--- src/rtl/tdm_demux_pkg.sv ---
// Shared types and defaults for the TDM demultiplexer.
// TDM_DEMUX_PARITY_EN adds the PAR state for the trailing parity slot.
package tdm_demux_pkg;

   localparam int N_SLOTS_DEF = 8;

   typedef enum logic [1:0] {
      IDLE = 2'd0,
      RUN  = 2'd1
`ifdef TDM_DEMUX_PARITY_EN
      ,PAR = 2'd2
`endif
   } state_e;

endpackage

--- src/rtl/tdm_slot_cnt.sv ---
// Slot index counter for the TDM demultiplexer.
// The controls are prioritised clear > load-1 > increment.
module tdm_slot_cnt #(
   parameter int N_SLOTS = 8,
   parameter int SEL_W   = $clog2(N_SLOTS)
) (
   input  logic             clk,
   input  logic             rst,
   input  logic             clr_i,
   input  logic             ld1_i,
   input  logic             inc_i,
   output logic [SEL_W-1:0] cnt_o
);

   logic [SEL_W-1:0] cnt_q, cnt_d;

   always_comb begin
      cnt_d = cnt_q;
      if (clr_i)      cnt_d = '0;
      else if (ld1_i) cnt_d = SEL_W'(1);
      else if (inc_i) cnt_d = cnt_q + SEL_W'(1);
   end

   always_ff @(posedge clk) begin
      if (rst) cnt_q <= '0;
      else     cnt_q <= cnt_d;
   end

   assign cnt_o = cnt_q;

endmodule

--- src/rtl/tdm_demux.sv ---
// Serial TDM frame collector: gathers one bit per slot and publishes whole frames.
// Define TDM_DEMUX_PARITY_EN for a trailing even-parity slot and the par_err output.
module tdm_demux
   import tdm_demux_pkg::*;
#(
   parameter int N_SLOTS = N_SLOTS_DEF,
   parameter int SEL_W   = $clog2(N_SLOTS)
) (
   input  logic               clk,
   input  logic               rst,
   input  logic               en,
   input  logic               sync,
   input  logic               din,
   output logic [N_SLOTS-1:0] dout,
   output logic               valid,
   output logic [SEL_W-1:0]   slot,
   output logic               busy,
   output logic               frame_err
`ifdef TDM_DEMUX_PARITY_EN
   ,output logic              par_err
`endif
);

   localparam logic [SEL_W-1:0] LAST = SEL_W'(N_SLOTS - 1);

   state_e             state_q;
   logic [N_SLOTS-1:0] shadow_q, dout_q;
   logic               valid_q, ferr_q;
   logic               last, take, ld1, inc, clr;
`ifdef TDM_DEMUX_PARITY_EN
   logic               par_err_q;
`endif

   always_comb begin
      last = (slot == LAST);
      take = en & ~sync;
      ld1  = en & sync;
      inc  = take & (state_q == RUN) & ~last;
`ifdef TDM_DEMUX_PARITY_EN
      // counter parks at the last data slot while the parity bit is awaited
      clr  = take & (state_q == PAR);
`else
      clr  = take & (state_q == RUN) & last;
`endif
   end

   tdm_slot_cnt #(.N_SLOTS(N_SLOTS), .SEL_W(SEL_W)) u_cnt (
      .clk   (clk),
      .rst   (rst),
      .clr_i (clr),
      .ld1_i (ld1),
      .inc_i (inc),
      .cnt_o (slot)
   );

   always_ff @(posedge clk) begin
      if (rst) begin
         state_q   <= IDLE;
         shadow_q  <= '0;
         dout_q    <= '0;
         valid_q   <= 1'b0;
         ferr_q    <= 1'b0;
`ifdef TDM_DEMUX_PARITY_EN
         par_err_q <= 1'b0;
`endif
      end else begin
         valid_q   <= 1'b0;
         ferr_q    <= 1'b0;
`ifdef TDM_DEMUX_PARITY_EN
         par_err_q <= 1'b0;
`endif
         if (en) begin
            case (state_q)
               IDLE: begin
                  if (sync) begin
                     shadow_q[0] <= din;
                     state_q     <= RUN;
                  end
               end
               default: begin
                  if (sync) begin
                     // resync mid-frame: drop the partial frame and restart at slot 1
                     ferr_q      <= 1'b1;
                     shadow_q[0] <= din;
                     state_q     <= RUN;
                  end else if (state_q == RUN) begin
                     shadow_q[slot] <= din;
`ifdef TDM_DEMUX_PARITY_EN
                     if (last) state_q <= PAR;
`else
                     if (last) begin
                        dout_q  <= {din, shadow_q[N_SLOTS-2:0]};
                        valid_q <= 1'b1;
                        state_q <= IDLE;
                     end
`endif
                  end
`ifdef TDM_DEMUX_PARITY_EN
                  else begin
                     dout_q    <= shadow_q;
                     valid_q   <= 1'b1;
                     par_err_q <= (^shadow_q) ^ din;
                     state_q   <= IDLE;
                  end
`endif
               end
            endcase
         end
      end
   end

   assign dout      = dout_q;
   assign valid     = valid_q;
   assign frame_err = ferr_q;
   assign busy      = (state_q != IDLE);
`ifdef TDM_DEMUX_PARITY_EN
   assign par_err   = par_err_q;
`endif

endmodule

--- config.mk ---
export PLATFORM = sky130hd
export DESIGN_NAME = tdm_demux
export DESIGN_NICKNAME = d
export VERILOG_FILES = /design/src/rtl/tdm_demux_pkg.sv /design/src/rtl/tdm_slot_cnt.sv /design/src/rtl/tdm_demux.sv
export SDC_FILE = /design/constraint.sdc
export NUM_CORES = 1
export LEC_CHECK = 0
export CORE_MARGIN = 4
export CORE_UTILIZATION = 35
export CTS_BUF_LIST = sky130_fd_sc_hd__clkbuf_16
export CTS_CLUSTER_SIZE = 20
export DETAILED_ROUTE_END_ITERATION = 6
export SETUP_SLACK_MARGIN = 0.5
export SYNTH_ARGS = -nofsm -noshare
export SYNTH_HDL_FRONTEND = slang
export SYNTH_SLANG_ARGS = --single-unit
--- constraint.sdc ---
create_clock -name clk -period 1.8 [get_ports clk]
set_input_delay 0.45 -clock clk [delete_from_list [all_inputs] [get_ports clk]]
set_output_delay 0.45 -clock clk [all_outputs]
set_load 0.05 [all_outputs]
### Word-level counts from Yosys, hierarchy flattened

Cells that the tools add are included.

* add/sub/neg operators: 1
* multipliers: 0
* divide/modulo/power cells: 0
* order comparisons: 2
* eq/ne operators: 3
* shift-type cells: 0
* multiplexer cells: 16
* bitwise operators: 10
* reduce and logical (&&, ||, !) cells: 14

Operators by type and width (count)
* $mux 2: 5
* $mux 1: 9
* $bwmux 8: 1
* $reduce_and 4->1: 2
* $reduce_bool 2->1: 4
* $reduce_or 3->1: 2
* $and 1x1->1: 5
* $not 1->1: 5
* $reduce_and 5->1: 1
* $reduce_or 5->1: 1
* $lt 3x4->1 const B: 1
* $add 3x1->3 const B: 1
* $demux 1 s3: 1
* $eq 3x3->1 const B: 1
* $ge 3x1->1 const B: 1
* $reduce_and 3->1: 1
* $eq 2x1->1 const B: 1
* $logic_not 2->1: 1
* $ne 2x2->1 const B: 1
* $reduce_or 2->1: 1
* $logic_and 1x1->1: 1

* register bits after elaboration: 23
* bits in latches: 0
* RAM bits: 0
* bits in read-only memories: 0
* bits of input ports: 5
* output and inout port bits: 14
* word-level logic and storage cells: 54
* memories kept: 0

### Longest topological paths before layout

Gate-level depths: netlist of run 1.

* depth in word-level cells: 8
* mapped depth: 6

### Hierarchy

A second synthesis of run 1 with hierarchy kept.

* cells, all modules: 92
* area, all modules: 959.7 sq um

Modules (own cells, without submodules)
* tdm_demux: times used 1, cells each 80, area each 818.3 sq um, sequential area each 360.3 sq um
* tdm_slot_cnt: times used 1, cells each 12, area each 141.4 sq um, sequential area each 60.1 sq um

### Worst setup path before layout of run 1

No wires, ideal clock.

* path type: register to register
* start: register u_cnt.cnt_q[1], in the netlist u_cnt.cnt_o[1]
* end: register dout_q[0], in the netlist dout[0]
* setup time: 0.070 ns
* arrival time: 1.765 ns
* setup slack: -0.035 ns
* stages on the path, launching flop included: 7
* cells stage by stage: dfxtp_1 > ha_1 > ha_1 > and4b_1 > clkbuf_1 > nand2_1 > a21oi_1

* word-level cells in the longest chain between the ends: 2

Ends and longest elaborated chain
* from (decl): line tdm_slot_cnt.sv:15 `logic [SEL_W-1:0] cnt_q, cnt_d;`
* from (signal assigned): line tdm_slot_cnt.sv:26 `else cnt_q <= cnt_d;`
* $eq 3x3->1: line tdm_demux.sv:35 `last = (slot == LAST);`
* $reduce_and 5->1 (no source line)
* to (signal assigned): line tdm_demux.sv:92 `dout_q <= {din, shadow_q[N_SLOTS-2:0]};`
* to (decl): line tdm_demux.sv:27 `logic [N_SLOTS-1:0] shadow_q, dout_q;`

No other way between the ends.
A chain may end at the register's enable or synchronous reset.

### Worst setup path after layout of run 1

* start: register u_cnt.cnt_q[1], in the netlist u_cnt.cnt_o[1]
* end: register u_cnt.cnt_q[1], in the netlist u_cnt.cnt_o[1]

* word-level cells in the longest chain between the ends: 3
* elaborated cells on any way between the ends: 6

Ends and longest elaborated chain (line)
* $eq 3x3->1: tdm_demux.sv:35
* $and 1x1->1 or $not 1->1 (tied branches): tdm_demux.sv:43, tdm_demux.sv:38
* $reduce_or 3->1 (no source line) or $and 1x1->1 (tied branches)

Parallel ways exist; a longest one is shown, timed or not.

==> out/metrics.json, run 1 <==
{
  "fillers": {"value": 248},
  "globalRouteOverflowTotal": {"value": 0},
  "yosys-mux-area-fraction": {"value": 8.34, "unit": "%"},
  "route.detailed.drc": {"value": 0},
  "final_non_filler_cell_total": {"value": 160},
  "synth_cell_types": {"value": 29},
  "postSynthNetCount": {"value": 112},
  "maxCapViolations": {"value": 0},
  "floorplan.io_pins": {"value": 19},
  "via_density": {"value": 5.12},
  "die_width": {"value": 60.4, "unit": "um"},
  "synth.avg_cell_area": {"value": 9.23, "unit": "sq um"},
  "worst-r2r-cell-count": {"value": 5},
  "rsz0062_at_grt": {"value": "true"},
  "antenna_violations_before_repair": {"value": 0},
  "htree_levels": {"value": 1},
  "power.switching_fraction": {"value": 21.8, "unit": "%"},
  "maximum_clock_frequency": {"value": 735, "unit": "MHz"},
  "timing_hold_violations_final": {"value": 0},
  "yosys.area_share.adder": {"value": 3.91, "unit": "%"},
  "placement.setup.worst_slack": {"value": -35.3, "unit": "ps"},
  "finClkSkew": {"value": 2.54, "unit": "ps"},
  "synth_top_family_by_area": {"value": "simple AND/OR/NAND/NOR gates"},
  "seq_power_share": {"value": 46.4, "unit": "%"},
  "first_global_vias": {"value": 728},
  "clock-sinks": {"value": 21},
  "wire_per_inst": {"value": 12.5, "unit": "um"},
  "report.final.setup_viol": {"value": 0},
  "buffer_levels_on_the_longest_clock_path": {"value": 2},
  "grt_max_degree": {"value": 13},
  "fin_setup_tns": {"value": 0, "unit": "ps"},
  "p_int": {"value": 0.804, "unit": "mW"},
  "dr_total_vias": {"value": 819},
  "clockPowerShare": {"value": 45.2, "unit": "%"},
  "min_path_type": {"value": "reg -> reg"},
  "place_inst": {"value": 150},
  "power.ir.vdd_worst": {"value": 446, "unit": "uV"},
  "insertedDiodeCount": {"value": 0},
  "first_iter_violations": {"value": 32},
  "crit_path_end_kind": {"value": "register"},
  "rows": {"value": 18},
  "timing.final.max_slew_violations": {"value": 0},
  "postRouteAntennaNets": {"value": 0},
  "clk_transition_reported_paths": {"value": 60, "unit": "ps"},
  "starting_density_of_the_core": {"value": 37.7, "unit": "%"},
  "final_min_period_over_clock_period": {"value": 75.6, "unit": "%"},
  "drt_first_pass_iters": {"value": 4},
  "p_leak": {"value": 0.570, "unit": "nW"},
  "slew_headroom": {"value": 79.5, "unit": "%"},
  "net-switching-power": {"value": 0.225, "unit": "mW"},
  "mappedNetlistArea": {"value": 960, "unit": "sq um"},
  "die_h": {"value": 60.4, "unit": "um"},
  "synth-warning-count": {"value": 0},
  "synth_seq_area_share": {"value": 43.8, "unit": "%"},
  "numCtsBuffers": {"value": 3},
  "holdPathStages": {"value": 2},
  "global_route.usage.total": {"value": 12.5, "unit": "%"},
  "io_buffers": {"value": 18},
  "worstSkewPairLatency": {"value": 250, "unit": "ps"},
  "synth_seq_cells": {"value": 21},
  "tritoncts": {"value": "yes"},
  "place_hpwl": {"value": 1.42, "unit": "mm"},
  "critical_path.max_fanout": {"value": 5},
  "design.final.nets": {"value": 139},
  "synth_simple_gate_area_share": {"value": 27.1, "unit": "%"},
  "synth_xor_xnor_area_share": {"value": 0, "unit": "%"},
  "core_area": {"value": 2540, "unit": "sq um"},
  "share_comb_of_total_power": {"value": 8.4, "unit": "%"},
  "status": {"value": "completed"},
  "grt_first_pass_wirelength": {"value": 3.30, "unit": "mm"},
  "gp_congestion": {"value": 0.735},
  "timing.setup.critical_path_class": {"value": "reg -> reg"},
  "syn-instance-count": {"value": 104},
  "timing.final.ws_setup": {"value": 439, "unit": "ps"},
  "p_per_area": {"value": 771, "unit": "nW/um^2"},
  "area.growth.synth_to_final": {"value": 39.1, "unit": "%"},
  "synth_area_in_compound_gates": {"value": 10.6, "unit": "%"},
  "totalPowerFinal": {"value": 1.03, "unit": "mW"},
  "timing.critical_path.from_type": {"value": "register"},
  "minimum_clock_period": {"value": 1360, "unit": "ps"},
  "totalWireLength": {"value": 2.00, "unit": "mm"},
  "worstMarginPinSlew": {"value": 304, "unit": "ps"},
  "crit_required": {"value": 1940, "unit": "ps"},
  "layout_cell_share_with_drive_strength_beyond_1": {"value": 38.5, "unit": "%"},
  "critical_path_arrival": {"value": 1500, "unit": "ps"},
  "cts.root.buffer_cell": {"value": "sky130_fd_sc_hd__clkbuf_16"},
  "overall_die_area": {"value": 3640, "unit": "sq um"}
}
## cells in the final DEF, fill, tap and decap left out, types with 2 or more instances in the layout
cell type,n
sky130_fd_sc_hd__nor2_1,4
sky130_fd_sc_hd__buf_4,20
sky130_fd_sc_hd__o21ai_0,2
sky130_fd_sc_hd__buf_6,2
sky130_fd_sc_hd__ha_4,2
sky130_fd_sc_hd__clkbuf_16,3
sky130_fd_sc_hd__dfxtp_1,17
sky130_fd_sc_hd__dfxtp_4,4
sky130_fd_sc_hd__a21oi_2,3
sky130_fd_sc_hd__nand3_1,2
sky130_fd_sc_hd__nand2_2,3
sky130_fd_sc_hd__nand4b_1,3
sky130_fd_sc_hd__nand2_1,23
sky130_fd_sc_hd__inv_1,2
sky130_fd_sc_hd__a21oi_1,6
sky130_fd_sc_hd__dlygate4sd2_1,2
sky130_fd_sc_hd__mux2i_1,8
sky130_fd_sc_hd__and4b_2,2
## power groups by stage
stage          combinational [mW]  sequential [mW]  clock, mW
6_report                   0.0868            0.477      0.465
5_1_grt                    0.0947            0.479      0.499
4_1_cts                    0.0827            0.476      0.479
3_5_place_dp               0.0773            0.490          0
3_3_place_gp               0.0760            0.490          0
2_1_floorplan              0.0449            0.499          0
## through the flow
stage                     util, %  hold WS (ps)  instance area, sq um
after floorplan                 -           432                  1010
after detailed placement     46.1           448                  1170
after global placement       46.1           444                  1170
final                        52.5           458                  1340
after CTS                    50.6           456                  1290
after global routing         52.5           474                  1340
## sequential cells by signal, indices dropped and copies added, names as in the netlist
| signal | count |
|---|---|
| dout | 8 |
| shadow_q | 7 |
| u_cnt.cnt_o | 3 |
| frame_err | 1 |
| state_q | 1 |
| valid | 1 |
## path summary, 6_finish.rpt
path / startpoint / to / slack (ps)
setup / recovery: u_cnt.cnt_o[1] / u_cnt.cnt_o[1] / 440
hold / removal: dout[5] / dout[5] / 460
setup reg to reg: u_cnt.cnt_o[1] / u_cnt.cnt_o[1] / 440
hold reg to reg: dout[5] / dout[5] / 460
## worst max-delay path, cell delays in order (launching register included)
cell	delay, ps
sky130_fd_sc_hd__dfxtp_4	370
sky130_fd_sc_hd__ha_4	170
sky130_fd_sc_hd__ha_4	160
sky130_fd_sc_hd__and4bb_2	310
sky130_fd_sc_hd__mux2i_1	190
sky130_fd_sc_hd__nor2_1	50
## cell usage after synthesis (all sizes together)
cell / n / area share (%)
a21oi: 9 / 4.7
a221oi: 1 / 0.91
a22oi: 1 / 0.78
a31oi: 1 / 0.65
and2b: 1 / 0.91
and3: 1 / 0.65
and3b: 1 / 0.91
and4: 1 / 0.91
and4b: 2 / 2.2
and4bb: 2 / 2.6
buf: 4 / 4.3
clkbuf: 2 / 0.78
dfxtp: 21 / 44
ha: 3 / 3.9
inv: 3 / 1.2
mux2i: 8 / 8.3
nand2: 26 / 10
nand3: 3 / 1.6
nand3b: 1 / 0.78
nand4b: 3 / 2.7
nor2: 4 / 1.6
nor2b: 1 / 0.65
o21ai: 2 / 1.0
o21bai: 1 / 0.78
o311ai: 1 / 1.7
or4b: 1 / 1.4
## logic make-up (layout without fill, tap and decap cells)
kind of cell / after synthesis / after routing
flops: 21 / 21
simple gates: 47 / 47
fa+ha+maj: 3 / 3
compound gates: 16 / 16
buf+inv: 9 / 35
mux: 8 / 8
## metal layers
metal  track usage, %  vias to the layer above  wire length (um)
met2             19.4                       28               922
met5                0                        -                 0
met1             15.4                      371               900
met4             6.65                        0                39
met3             4.04                        5               139
li1                 -                      415                 -
## area by class of cell
type / instances / area [sq um] / share of cell area (%)
clock inverters: 1 / 5.00 / 0.375
multi-input cells: 74 / 531 / 39.7
well taps: 30 / 37.5 / 2.81
clock buffers: 3 / 75.1 / 5.62
flip-flops and latches: 21 / 435 / 32.6
inverters: 3 / 11.3 / 0.843
repair buffers: 28 / 240 / 18.0
## timing repair
action	CTS	global route
pin swaps	4	3
gates resized for setup	8	14
hold endpoints to repair	0	0
buffers inserted	4	2
hold buffers	0	0
setup endpoints to repair	24	17
Note: power is estimated with default switching activity, not from simulation.
==> inputs of run 2 (changes only) <==
Clock period 1.8 ns to 1.12 ns, I/O delays scaled along.
==> run 2 against run 1 <==
  * The flow now finishes with violations (negative setup slack)
  * Register-to-register slack lost 670 ps
  * Total power increased by 64%
  * Count of clock-buffer cells in the layout did not move
  * Die area stayed put
  * Cell area up 26%
  * Sequential share of layout area down 4.5 points
  * Via count rose by 5.5%
  * Clock power is 62% higher
  * Global-route usage is 1.9 points higher
  * Utilization up 14 points
  * Clock skew fell by 1.3 ps
  * Largest power group is now clock
  * Highest routed layer unchanged
==> out/metrics.json, run 2 (synthesized netlist as in run 1, its figures left out) <==
{
  "status": {"value": "finished with violations"},
  "violations_in_the_final_reports": {"value": "negative setup slack"},
  "die_h": {"value": 60.4, "unit": "um"},
  "cts.root.buffer_cell": {"value": "sky130_fd_sc_hd__clkbuf_16"},
  "gp_congestion": {"value": 0.763},
  "timing.critical_path.cells": {"value": "buf_4 > or4b_4 > nand4b_1 > o311ai_2"},
  "global_route.usage.total": {"value": 14.4, "unit": "%"},
  "minimum_clock_period": {"value": 1350, "unit": "ps"},
  "crit_required": {"value": 1250, "unit": "ps"},
  "slowest_stage": {"value": "sky130_fd_sc_hd__or4b_4"},
  "p_leak": {"value": 0.689, "unit": "nW"},
  "floorplan.io_pins": {"value": 19},
  "insertedDiodeCount": {"value": 0},
  "largest_register_ff_count": {"value": 8},
  "route.detailed.drc": {"value": 0},
  "place_hpwl": {"value": 1.60, "unit": "mm"},
  "final_min_period_over_clock_period": {"value": 121, "unit": "%"},
  "worstMarginPinSlew": {"value": 307, "unit": "ps"},
  "maximum_clock_frequency": {"value": 739, "unit": "MHz"},
  "numCtsBuffers": {"value": 3},
  "buffer_levels_on_the_longest_clock_path": {"value": 2},
  "timing.final.ws_setup": {"value": -233, "unit": "ps"},
  "finClkSkew": {"value": 1.23, "unit": "ps"},
  "fillers": {"value": 187},
  "timing.critical_path.from_type": {"value": "register"},
  "layout_common_cells": {"value": "sky130_fd_sc_hd__nand2_1, sky130_fd_sc_hd__buf_12, sky130_fd_sc_hd__dfxtp_4, sky130_fd_sc_hd__buf_4"},
  "drt_first_pass_iters": {"value": 4},
  "via_density": {"value": 4.99},
  "critical_path.max_fanout": {"value": 3},
  "design.final.nets": {"value": 152},
  "worstSkewPairLatency": {"value": 250, "unit": "ps"},
  "crit_path_end_kind": {"value": "register"},
  "grt_max_degree": {"value": 13},
  "antenna_violations_before_repair": {"value": 0},
  "holdWs": {"value": 452, "unit": "ps"},
  "critical_path_arrival": {"value": 1480, "unit": "ps"},
  "timing.final.max_slew_violations": {"value": 0},
  "dr_total_vias": {"value": 864},
  "wire_per_inst": {"value": 13.4, "unit": "um"},
  "first_global_vias": {"value": 819},
  "critPathMaxStageDelay": {"value": 520, "unit": "ps"},
  "report.final.setup_viol": {"value": 22},
  "first_iter_violations": {"value": 17},
  "layout_cell_share_with_drive_strength_beyond_1": {"value": 51.0, "unit": "%"},
  "power.ir.vdd_worst": {"value": 810, "unit": "uV"},
  "p_per_area": {"value": 1010, "unit": "nW/um^2"},
  "rows": {"value": 18},
  "tritoncts": {"value": "yes"},
  "ff_latch_area": {"value": 473, "unit": "sq um"},
  "htree_levels": {"value": 1},
  "totalWireLength": {"value": 2.32, "unit": "mm"},
  "min_path_type": {"value": "reg -> reg"},
  "clk_transition_reported_paths": {"value": 60, "unit": "ps"},
  "area.growth.synth_to_final": {"value": 75.4, "unit": "%"},
  "maxCapViolations": {"value": 0},
  "multi_input_comb_area": {"value": 541, "unit": "sq um"},
  "rsz0062_at_grt": {"value": "true"},
  "io_buffers": {"value": 18},
  "starting_density_of_the_core": {"value": 37.7, "unit": "%"},
  "globalRouteOverflowTotal": {"value": 0},
  "die_width": {"value": 60.4, "unit": "um"},
  "clock-sinks": {"value": 21},
  "grt_first_pass_wirelength": {"value": 3.73, "unit": "mm"},
  "slew_headroom": {"value": 79.5, "unit": "%"},
  "timing_hold_violations_final": {"value": 0},
  "core_area": {"value": 2540, "unit": "sq um"},
  "postRouteAntennaNets": {"value": 0},
  "layout.cells.most_common": {"value": "sky130_fd_sc_hd__nand2_1"},
  "overall_die_area": {"value": 3640, "unit": "sq um"},
  "totalPowerFinal": {"value": 1.69, "unit": "mW"},
  "timing.setup.critical_path_class": {"value": "reg -> reg"}
}
run 2: cell count changes in the layout (fill, tap and decap cells not counted), sizes merged:
cell           delta
clkbuf            -1
buf              +13
clkdlybuf4s50     +1
run 2: path summary, 6_finish.rpt:
check | to | cells past startpoint | from | slack [ps]
worst max-delay path | shadow_q[0] | 4 | u_cnt.cnt_o[1] | -230
worst min register to register | dout[3] | 2 | shadow_q[3] | 450
worst min-delay path | dout[3] | 2 | shadow_q[3] | 450
worst max register to register | shadow_q[0] | 4 | u_cnt.cnt_o[1] | -230
run 2: power by group:
group	internal (mW)	switching (mW)
registers	0.728	0.0113
logic	0.107	0.0951
clock network	0.480	0.272
run 2: area by class of cell:
type | count | share of cell area, %
clock buffers | 3 | 4.46
clock inverters | 1 | 0.297
inverters | 3 | 0.669
multi-input cells | 74 | 32.1
flip-flops and latches | 21 | 28.1
well taps | 30 | 2.23
repair buffers | 41 | 32.1
run 2: through the flow:
stage	util (%)	setup TNS, ps	std cells	setup WS [ps]	area (sq um)
2_1_floorplan	-	-2500	104	-262	1060
3_3_place_gp	57.6	-9030	159	-512	1470
3_5_place_dp	57.6	-9430	159	-546	1470
4_1_cts	63.6	-2810	168	-233	1620
5_1_grt	66.1	-4040	173	-274	1680
6_report	66.1	-3190	173	-233	1680
run 2: layer usage:
| metal | track usage, % | vias up | wire length, um |
|---|---|---|---|
| met4 | 8.86 | 0 | 73 |
| met3 | 3.83 | 7 | 124 |
| met5 | 0 | - | 0 |
| met1 | 17.6 | 391 | 1010 |
| li1 | - | 440 | - |
| met2 | 22.4 | 26 | 1120 |
run 2: timing repair:
| action | 4_1_cts | 5_1_grt |
|---|---|---|
| gates resized for setup | 15 | 9 |
| pin swaps | 13 | 5 |
| endpoints found under the setup margin | 35 | 35 |
| hold buffers | 0 | 0 |
| buffers inserted | 4 | 5 |
| cloned | 1 | 0 |
run 2: worst max-delay path: cells and delay by family, from the launching register on:
family	cells	cell delay [ps]
AND/OR/NAND/NOR	2	640
flip-flops	1	360
AO/OA/AOI/OAI	1	90
buffers and inverters	1	130
==> inputs of run 3 (changes only) <==
Settings changed: SYNTH_HIERARCHICAL from default to 1.
==> run 3 against run 2 <==
  * The flow still finishes with violations (negative setup slack)
  * Maximum frequency is 4.7% higher
  * Routed wire length is 21% higher
  * Global-route usage is 2.2 points higher
  * Cell count stayed put
  * Critical endpoint unchanged
  * Highest routed layer unchanged
==> out/metrics.json, run 3 <==
{
  "crit_required": {"value": 1240, "unit": "ps"},
  "drt_first_pass_iters": {"value": 4},
  "largest_register_ff_count": {"value": 8},
  "timing.final.ws_setup": {"value": -172, "unit": "ps"},
  "dr_total_vias": {"value": 904},
  "worstSkewPairLatency": {"value": 250, "unit": "ps"},
  "synth_cell_types": {"value": 35},
  "finClkSkew": {"value": 2.11, "unit": "ps"},
  "totalWireLength": {"value": 2.81, "unit": "mm"},
  "timing_hold_violations_final": {"value": 0},
  "placement.setup.worst_slack": {"value": -658, "unit": "ps"},
  "multi_input_comb_area": {"value": 606, "unit": "sq um"},
  "cts.root.buffer_cell": {"value": "sky130_fd_sc_hd__clkbuf_16"},
  "core_area": {"value": 2540, "unit": "sq um"},
  "die_width": {"value": 60.4, "unit": "um"},
  "first_global_vias": {"value": 966},
  "overall_die_area": {"value": 3640, "unit": "sq um"},
  "timing.setup.critical_path_class": {"value": "reg -> reg"},
  "yosys.area.top_type_share": {"value": 43.8, "unit": "%"},
  "rsz0062_at_grt": {"value": "true"},
  "p_leak": {"value": 0.781, "unit": "nW"},
  "crit_path_end_kind": {"value": "register"},
  "synth_edf_count": {"value": 0},
  "holdWs": {"value": 336, "unit": "ps"},
  "via_density": {"value": 5.23},
  "area.growth.synth_to_final": {"value": 92.6, "unit": "%"},
  "ys_async_sr_fraction": {"value": 0, "unit": "%"},
  "critical_path.max_fanout": {"value": 3},
  "first_iter_violations": {"value": 18},
  "status": {"value": "finished with violations"},
  "timing.critical_path.from_type": {"value": "register"},
  "postRouteAntennaNets": {"value": 0},
  "worstMarginPinSlew": {"value": 247, "unit": "ps"},
  "slew_headroom": {"value": 83.4, "unit": "%"},
  "fin_setup_tns": {"value": -1620, "unit": "ps"},
  "ff_latch_area": {"value": 473, "unit": "sq um"},
  "worstReg2RegStart": {"value": "u_cnt/cnt_o[2]"},
  "violations_in_the_final_reports": {"value": "negative setup slack"},
  "worstReg2RegEnd": {"value": "shadow_q[0]"},
  "clock-sinks": {"value": 21},
  "htree_levels": {"value": 1},
  "globalRouteOverflowTotal": {"value": 0},
  "synth.largest_area_cell": {"value": "sky130_fd_sc_hd__dfxtp_1"},
  "starting_density_of_the_core": {"value": 37.7, "unit": "%"},
  "fillers": {"value": 186},
  "insertedDiodeCount": {"value": 0},
  "grt_max_degree": {"value": 13},
  "min_to": {"value": "u_cnt/cnt_o[1]"},
  "cts_hold_buf": {"value": 0},
  "final_min_period_over_clock_period": {"value": 115, "unit": "%"},
  "worst-r2r-cell-count": {"value": 3},
  "minimum_clock_period": {"value": 1290, "unit": "ps"},
  "maximum_clock_frequency": {"value": 774, "unit": "MHz"},
  "synth_seq_area_share": {"value": 43.8, "unit": "%"},
  "route.detailed.drc": {"value": 0},
  "clk_transition_reported_paths": {"value": 60, "unit": "ps"},
  "design.final.nets": {"value": 150},
  "synth_top_flop_cell": {"value": "sky130_fd_sc_hd__dfxtp_1"},
  "report.final.setup_viol": {"value": 21},
  "timing.final.max_slew_violations": {"value": 0},
  "ys_top_cells_by_count": {"value": "sky130_fd_sc_hd__dfxtp_1, sky130_fd_sc_hd__a31o_1, sky130_fd_sc_hd__mux2i_1, sky130_fd_sc_hd__nand2b_1, sky130_fd_sc_hd__nor3_1"},
  "power.ir.vdd_worst": {"value": 788, "unit": "uV"},
  "p_per_area": {"value": 930, "unit": "nW/um^2"},
  "synth_seq_cells": {"value": 21},
  "rows": {"value": 18},
  "maxCapViolations": {"value": 0},
  "critical_path_arrival": {"value": 1410, "unit": "ps"},
  "floorplan.io_pins": {"value": 19},
  "synth.avg_cell_area": {"value": 10.4, "unit": "sq um"},
  "mappedNetlistArea": {"value": 960, "unit": "sq um"},
  "place_hpwl": {"value": 1.82, "unit": "mm"},
  "holdPathStages": {"value": 2},
  "synth_most_common_cell": {"value": "sky130_fd_sc_hd__dfxtp_1"},
  "gp_congestion": {"value": 0.779},
  "totalPowerFinal": {"value": 1.72, "unit": "mW"},
  "buffer_levels_on_the_longest_clock_path": {"value": 2},
  "grt_first_pass_wirelength": {"value": 4.55, "unit": "mm"},
  "postSynthNetCount": {"value": 98},
  "layout_common_cells": {"value": "sky130_fd_sc_hd__buf_6, sky130_fd_sc_hd__buf_12, sky130_fd_sc_hd__dfxtp_4, sky130_fd_sc_hd__buf_4, sky130_fd_sc_hd__a31o_1"},
  "worst-r2r-setup-slack": {"value": -170, "unit": "ps"},
  "tritoncts": {"value": "yes"},
  "min_path_type": {"value": "in -> reg"},
  "die_h": {"value": 60.4, "unit": "um"},
  "layout.cells.most_common": {"value": "sky130_fd_sc_hd__buf_6"},
  "antenna_violations_before_repair": {"value": 0},
  "global_route.usage.total": {"value": 16.6, "unit": "%"},
  "netlist_top_cells_area": {"value": "sky130_fd_sc_hd__dfxtp_1, sky130_fd_sc_hd__a31o_1, sky130_fd_sc_hd__mux2i_1"},
  "io_buffers": {"value": 18},
  "wire_per_inst": {"value": 16.2, "unit": "um"},
  "synth-warning-count": {"value": 6},
  "hold_start": {"value": "rst"},
  "syn-instance-count": {"value": 92},
  "numCtsBuffers": {"value": 3},
  "layout_cell_share_with_drive_strength_beyond_1": {"value": 68.5, "unit": "%"}
}
==> run 3: area by class of cell <==
class | instances | area share [%]
Timing Repair Buffer | 50 | 34.2
Multi-Input combinational cell | 64 | 32.8
Sequential cell | 21 | 25.6
Clock buffer | 3 | 4.06
Tap cell | 30 | 2.03
Inverter | 4 | 1.08
Clock inverter | 1 | 0.271
==> run 3: timing repair <==
item                                    CTS  global route
resized for setup                        38            21
cloned                                    1             0
endpoints found under the setup margin   35            35
pin swaps                                 8             9
setup buffers                             7             3
==> run 3: per-layer routing <==
layer  vias up  wire, um  track usage, %
met5         -         0               0
met4         0        18            6.01
met3         2       100            3.40
met2        15      1490            29.0
met1       449      1200            20.0
li1        438         -               -
==> run 3: worst max-delay path by stage <==
stage / startpoint / end / slack [ps] / depth (start not counted)
4_1_cts: u_cnt/cnt_o[2] / shadow_q[0] / -190 / 3
3_3_place_gp: sync / u_cnt/cnt_o[2] / -600 / 5
5_1_grt: u_cnt/cnt_o[2] / shadow_q[0] / -200 / 3
6_report: u_cnt/cnt_o[2] / shadow_q[0] / -170 / 3
3_5_place_dp: sync / u_cnt/cnt_o[1] / -660 / 5
2_1_floorplan: u_cnt/cnt_o[1] / u_cnt/cnt_o[2] / -270 / 5
==> run 3: power by group <==
part | leakage [nW] | switching [mW] | internal, mW
clock network | 0.0409 | 0.269 | 0.479
logic | 0.559 | 0.102 | 0.125
registers | 0.181 | 0.0162 | 0.728
==> run 3: cells by family (layout without fill, tap and decap cells) <==
group | Yosys count | count (layout) | synth area share [%]
AND/OR/NAND/NOR | 39 | 40 | 27.1
flip-flops | 21 | 21 | 43.8
AO/OA/AOI/OAI | 15 | 15 | 14.1
buffers and inverters | 8 | 58 | 5.47
multiplexers | 7 | 7 | 7.30
adder cells (fa/ha/maj) | 1 | 1 | 1.30
XOR/XNOR | 1 | 1 | 0.913
==> run 3: through the flow <==
step | utilization [%] | std cells | area, sq um
2_1_floorplan | - | 92 | 1040
3_3_place_gp | 59.9 | 158 | 1530
3_5_place_dp | 59.9 | 158 | 1530
4_1_cts | 68.4 | 170 | 1740
5_1_grt | 72.6 | 173 | 1850
6_report | 72.6 | 173 | 1850
==> run 3: critical path: stages, from the launching register on <==
cell and delay [ps]:
sky130_fd_sc_hd__dfxtp_4 350, sky130_fd_sc_hd__or4b_4 560, sky130_fd_sc_hd__nand4b_1 140, sky130_fd_sc_hd__o311ai_2 110
